### src/rtl/bus_arb_pkg.sv
// rtl/bus_arb_pkg.sv - shared types, defaults and helpers for the bus arbiter
//
// Contents:
//   arb_state_e      : arbiter FSM state (IDLE = no grant, OWNED = one grant)
//   NUM_REQ_DEFAULT  : default number of requesters (legal 2..8)
//   TIMEOUT_DEFAULT  : default locked-grant limit in cycles (legal 2..255)
//   onehot_to_idx()  : index of the set bit of an up-to-8-bit one-hot vector
package bus_arb_pkg;

  typedef enum logic {
    IDLE  = 1'b0,
    OWNED = 1'b1
  } arb_state_e;

  localparam int NUM_REQ_DEFAULT = 4;
  localparam int TIMEOUT_DEFAULT = 16;

  // Zero input maps to index 0, which matches the idle owner value.
  function automatic logic [2:0] onehot_to_idx(input logic [7:0] oh);
    logic [2:0] idx;
    idx = '0;
    for (int i = 0; i < 8; i++) begin
      if (oh[i]) idx = 3'(i);
    end
    return idx;
  endfunction

endpackage

### src/rtl/rr_pick.sv
// rtl/rr_pick.sv - combinational round-robin priority search
//
// Ports:
//   req    [NUM_REQ-1:0]          in  : request vector
//   mask   [NUM_REQ-1:0]          in  : requesters excluded from this search (1 = excluded)
//   rr_ptr [clog2(NUM_REQ)-1:0]   in  : index where the search starts
//   winner [NUM_REQ-1:0]          out : one-hot winner, zero when nothing eligible
//   valid                         out : a winner was found
module rr_pick
  import bus_arb_pkg::*;
#(
  parameter int NUM_REQ = NUM_REQ_DEFAULT
) (
  input  logic [NUM_REQ-1:0]         req,
  input  logic [NUM_REQ-1:0]         mask,
  input  logic [$clog2(NUM_REQ)-1:0] rr_ptr,
  output logic [NUM_REQ-1:0]         winner,
  output logic                       valid
);

  logic [NUM_REQ-1:0] eligible;

  assign eligible = req & ~mask;

  // Walk NUM_REQ positions starting at rr_ptr; rr_ptr is always below
  // NUM_REQ, so a single subtraction implements the modulo wrap.
  always_comb begin
    int idx;
    winner = '0;
    valid  = 1'b0;
    idx    = 0;
    for (int i = 0; i < NUM_REQ; i++) begin
      idx = int'(rr_ptr) + i;
      if (idx >= NUM_REQ) idx = idx - NUM_REQ;
      if (!valid && eligible[idx]) begin
        winner[idx] = 1'b1;
        valid       = 1'b1;
      end
    end
  end

endmodule

### src/rtl/bus_arbiter.sv
// rtl/bus_arbiter.sv - round-robin bus arbiter with lock and optional lock timeout
//
// Optional feature macro: BUS_ARB_TIMEOUT_EN (revokes a grant held locked for TIMEOUT cycles)
//
// Ports:
//   clk                          in  : clock, all state on posedge
//   rst_n                        in  : asynchronous active-low reset
//   req   [NUM_REQ-1:0]          in  : level-sensitive bus requests
//   lock  [NUM_REQ-1:0]          in  : hold-grant qualifier, only the owner's bit matters
//   grant [NUM_REQ-1:0]          out : registered one-hot-or-zero grant
//   owner [clog2(NUM_REQ)-1:0]   out : index of grant holder, 0 when idle
//   bus_busy                     out : any grant bit high
//   timeout_err                  out : one-cycle pulse on forced revoke (0 without the macro)
module bus_arbiter
  import bus_arb_pkg::*;
#(
  parameter int NUM_REQ = NUM_REQ_DEFAULT,
  parameter int TIMEOUT = TIMEOUT_DEFAULT
) (
  input  logic                       clk,
  input  logic                       rst_n,
  input  logic [NUM_REQ-1:0]         req,
  input  logic [NUM_REQ-1:0]         lock,
  output logic [NUM_REQ-1:0]         grant,
  output logic [$clog2(NUM_REQ)-1:0] owner,
  output logic                       bus_busy,
  output logic                       timeout_err
);

  localparam int                IDX_W    = $clog2(NUM_REQ);
  localparam logic [IDX_W-1:0]  LAST_IDX = IDX_W'(NUM_REQ - 1);

  if (NUM_REQ < 2 || NUM_REQ > 8) begin : g_bad_num_req
    $error("bus_arbiter: NUM_REQ must be within 2..8");
  end
  if (TIMEOUT < 2 || TIMEOUT > 255) begin : g_bad_timeout
    $error("bus_arbiter: TIMEOUT must be within 2..255");
  end

  arb_state_e         state_q, state_d;
  logic [NUM_REQ-1:0] grant_q, grant_d;
  logic [IDX_W-1:0]   owner_q, owner_d;
  logic [IDX_W-1:0]   rr_ptr_q, rr_ptr_d;
  logic               busy_q;

  logic [NUM_REQ-1:0] excl_mask;
  logic [NUM_REQ-1:0] win_oh;
  logic               win_valid;
  logic [IDX_W-1:0]   win_idx;
  logic [IDX_W-1:0]   win_next_ptr;
  logic               owner_req;
  logic               owner_lock;
  logic               rearb;

`ifdef BUS_ARB_TIMEOUT_EN
  logic [7:0]         cnt_q, cnt_d;
  logic [NUM_REQ-1:0] excl_q, excl_d;
  logic               terr_q, terr_d;

  // A revoked owner sits out exactly one arbitration (the cycle after revoke).
  assign excl_mask = excl_q;
`else
  assign excl_mask = '0;
`endif

  rr_pick #(
    .NUM_REQ (NUM_REQ)
  ) u_rr_pick (
    .req    (req),
    .mask   (excl_mask),
    .rr_ptr (rr_ptr_q),
    .winner (win_oh),
    .valid  (win_valid)
  );

  assign win_idx      = IDX_W'(onehot_to_idx(8'(win_oh)));
  assign win_next_ptr = (win_idx == LAST_IDX) ? '0 : win_idx + IDX_W'(1);
  assign owner_req    = req[owner_q];
  assign owner_lock   = lock[owner_q];

  always_comb begin
    state_d  = state_q;
    grant_d  = grant_q;
    owner_d  = owner_q;
    rr_ptr_d = rr_ptr_q;
    rearb    = 1'b0;
`ifdef BUS_ARB_TIMEOUT_EN
    cnt_d    = '0;
    excl_d   = '0;
    terr_d   = 1'b0;
`endif

    unique case (state_q)
      IDLE: rearb = 1'b1;
      OWNED: begin
        if (!(owner_req && owner_lock)) rearb = 1'b1;
`ifdef BUS_ARB_TIMEOUT_EN
        else if (cnt_q == 8'(TIMEOUT - 1)) begin
          // Forced revoke: one cycle of no grant; rr_ptr already points past
          // the revoked owner so the search resumes behind it.
          state_d = IDLE;
          grant_d = '0;
          owner_d = '0;
          terr_d  = 1'b1;
          excl_d  = grant_q;
        end
        else cnt_d = cnt_q + 8'd1;
`endif
      end
    endcase

    // rr_ptr sits one past the current owner, so in a lock-free re-arbitration
    // the owner is searched last and keeps the bus only when alone.
    if (rearb) begin
      if (win_valid) begin
        state_d  = OWNED;
        grant_d  = win_oh;
        owner_d  = win_idx;
        rr_ptr_d = win_next_ptr;
      end else begin
        state_d  = IDLE;
        grant_d  = '0;
        owner_d  = '0;
      end
    end
  end

  always_ff @(posedge clk or negedge rst_n) begin
    if (!rst_n) begin
      state_q  <= IDLE;
      grant_q  <= '0;
      owner_q  <= '0;
      rr_ptr_q <= '0;
      busy_q   <= 1'b0;
    end else begin
      state_q  <= state_d;
      grant_q  <= grant_d;
      owner_q  <= owner_d;
      rr_ptr_q <= rr_ptr_d;
      busy_q   <= |grant_d;
    end
  end

`ifdef BUS_ARB_TIMEOUT_EN
  always_ff @(posedge clk or negedge rst_n) begin
    if (!rst_n) begin
      cnt_q  <= '0;
      excl_q <= '0;
      terr_q <= 1'b0;
    end else begin
      cnt_q  <= cnt_d;
      excl_q <= excl_d;
      terr_q <= terr_d;
    end
  end

  assign timeout_err = terr_q;
`else
  assign timeout_err = 1'b0;
`endif

  assign grant    = grant_q;
  assign owner    = owner_q;
  assign bus_busy = busy_q;

endmodule

### config.mk
export PLATFORM = sky130hd
export DESIGN_NAME = bus_arbiter
export DESIGN_NICKNAME = d
export VERILOG_FILES = /design/src/rtl/bus_arb_pkg.sv /design/src/rtl/rr_pick.sv /design/src/rtl/bus_arbiter.sv
export SDC_FILE = /design/constraint.sdc
export NUM_CORES = 1
export LEC_CHECK = 0
export BUFFER_PORTS_ARGS = -buffer_cell sky130_fd_sc_hd__buf_4
export CORE_MARGIN = 3
export CORE_UTILIZATION = 49
export DETAILED_ROUTE_END_ITERATION = 16
export PLACE_DENSITY = 0.74
export SLEW_MARGIN = 10
export SYNTH_ARGS = -nofsm -noshare
export SYNTH_HDL_FRONTEND = slang
export SYNTH_HIERARCHICAL = 1
export SYNTH_SLANG_ARGS = --single-unit
### constraint.sdc
create_clock -name clk -period 2.82 [get_ports clk]
set_input_delay 0.423 -clock clk [delete_from_list [all_inputs] [get_ports clk]]
set_output_delay 0.423 -clock clk [all_outputs]
set_load 0.03 [all_outputs]
==> reports/metrics.cfg <==
[worst_setup_path]
cp.arrival_ps=2810
crit_fanout=6
crit_type=flip-flop to flip-flop
worst-path-stages=10
rr_worst_depth=10
crit_end=rr_ptr_q[0]
crit_family=simple AND/OR/NAND/NOR gates
r2r_setup_slack_ps=150
cp.required_ps=2970
max_stage_delay_ps=500
worst_path_max_delay_cell=or4b_1
worstSetupStartpointType=flip-flop
cp.buffers_inverters=2
endpoint_kind=flip-flop
critPathLaunch=rr_ptr_q[0]
reg2reg_from=rr_ptr_q[0]
path_cells=inv_2 -> ha_1 -> or4b_1 -> nor4_2 -> buf_4 -> nand2_1 -> nand3_1 -> a211o_1 -> a21oi_1 -> mux2_1
r2r_end=rr_ptr_q[0]

[clock_network]
root_buffer=clkbuf_4
clk_latency_ps=270
numCtsBuffers=3
post-cts-setup-buffers=0
cts_tree=done
clock_sinks=10
htreeDepth=1
clk_path_buf_depth=2
clk_pin_slew_ps=70

[place]
place_area_um2=1225
dpl.hpwl_um=1720
place_congestion=0.9202
io_buffers=16

[sta]
clock.fmax_ghz=0.3752
finalMaxSlewViolations=0
rsz0062_at_grt=no
clock_skew_ps=3.972
fin_tns_setup_ps=0
timing.final.crit_share=0.9452
finalSetupViolCount=0
finalHoldViolCount=0
period_needed_ps=2666

[routing]
top_layer=met3
drtPass1Iterations=4
detail_route.wl_per_cell_um=12.64
vias=942
drtIter0Drc=22
route.detailed.drc=0
via_per_inst=5.477
dr_wl_met3_um=113
ant_nets=0
routed_wl_um=2174
wl_met2_um=1029
wl_met1_um=1031

[grt]
antenna_found_initial=0
grt_max_degree=11
grt_pass1_wl_um=3629
grt_overflow_total=0
grt_usage=0.1801
grt_pass1_vias=885

[floorplan]
die_h_um=51.40
num_rows=15
die_w_um=51.40
core_area_um2=1839
dieArea_um2=2641
start_util=0.5490
ios=18

[synthesis]
synth_top_area_share=0.2478
yosysWarnings=6
ys_async_sr_fraction=1.000
synthTopCellsByCount=20 x nand2_1, 10 x dfrtp_1, 10 x nand3_1, 8 x ha_1
yosys-top-cells-area=dfrtp_1 25%, ha_1 9.9%, nand2_1 7.4%
syn_inst=113
yosysMostFrequentCell=nand2_1
yosysSeqAreaShare=0.2478
syn-cell-area_um2=1010
synth_area_per_cell_um2=8.936
ys_seq_elements=10
synth_edf_count=0
yosysTopAreaCell=dfrtp_1
ys.flop_type=dfrtp_1
synth_cell_type_count=35

[finish]
fin_util=0.6912
nets=166
layout-drive-gt1-share=0.2517
syn_to_final_growth_pct=25.90
n_antenna_cell=0
design_area_um2=1271

[job]
cap_viol_max_count=0

[outcome]
status=completed

[pwr]
p_per_area_nw_per_um2=925.9
cellLeakagePower_nw=0.6782
peakVddDrop_uv=591.3

[hold_path]
min-delay-path-class=input pin to async pin

per-stage QoR:
stage	instances	worst slack [ps]	power [mW]	hold WS (ps)
global placement	167	272.4	1.025	255.2
global route	172	64.22	1.266	518.0
detailed placement	167	207.0	1.045	256.6
finish	172	154.5	1.177	524.4
floorplan	122	203.5	0.8116	127.4
CTS	172	197.4	1.177	513.6
registers in the layout, indices dropped and copies added, names as in the netlist:
register	flops
bus_busy	1
grant	4
owner	2
rr_ptr_q	2
state_q	1
report_power, final:
part / internal [mW] / switching (mW) / leakage, nW
combinational: 0.344 / 0.449 / 0.530
clock: 0.0784 / 0.0504 / 0.0210
sequential: 0.206 / 0.0489 / 0.127
logic make-up after synthesis:
logic type	count (synthesis)	synth area share
fa+ha+maj	8	0.09914
other cells	1	0.003714
flops	10	0.2478
compound gates	15	0.1326
mux	12	0.1797
buf+inv	9	0.03718
simple gates	58	0.2999
layer usage:
metal  GRT usage  vias up
li1            -      462
met1      0.2246      447
met2      0.3072       33
met3     0.04373        0
met4     0.04803        0
met5           0        -
final cells by class:
cell class | instances | area, um2
multi-input cells | 103 | 755.7
flip-flops and latches | 10 | 250.2
repair buffers | 22 | 167.7
well taps | 25 | 31.28
clock buffers | 4 | 36.28
fillers | 171 | 568.0
inverters | 8 | 30.03
placed cells by master, fill, tap and decap left out, drive strengths merged, types with 2 or more instances in the layout:
cell type   n
clkbuf      4
nor2        7
buf        21
ha          8
nand3      11
mux2i       5
mux4        4
nand2      20
mux2        3
a21oi       2
nor4        3
nand2b      7
nor2b       4
a211o       4
dfrtp      10
conb       10
inv         8
o21ai       4
timing repair:
item,4_1_cts,5_1_grt
gates resized for setup,0,0
endpoints found under the hold margin,10,0
hold buffers,1,0
how the worst min path moves through the flow:
stage,startpoint,end,slack [ps],depth (start not counted)
floorplan,rst_n,bus_busy,130,0
global placement,rst_n,grant[2],260,1
detailed placement,rst_n,grant[2],260,1
CTS,rst_n,grant[1],510,2
global route,rst_n,grant[1],520,2
finish,rst_n,grant[1],520,2
(Power assumes the default switching activity.)
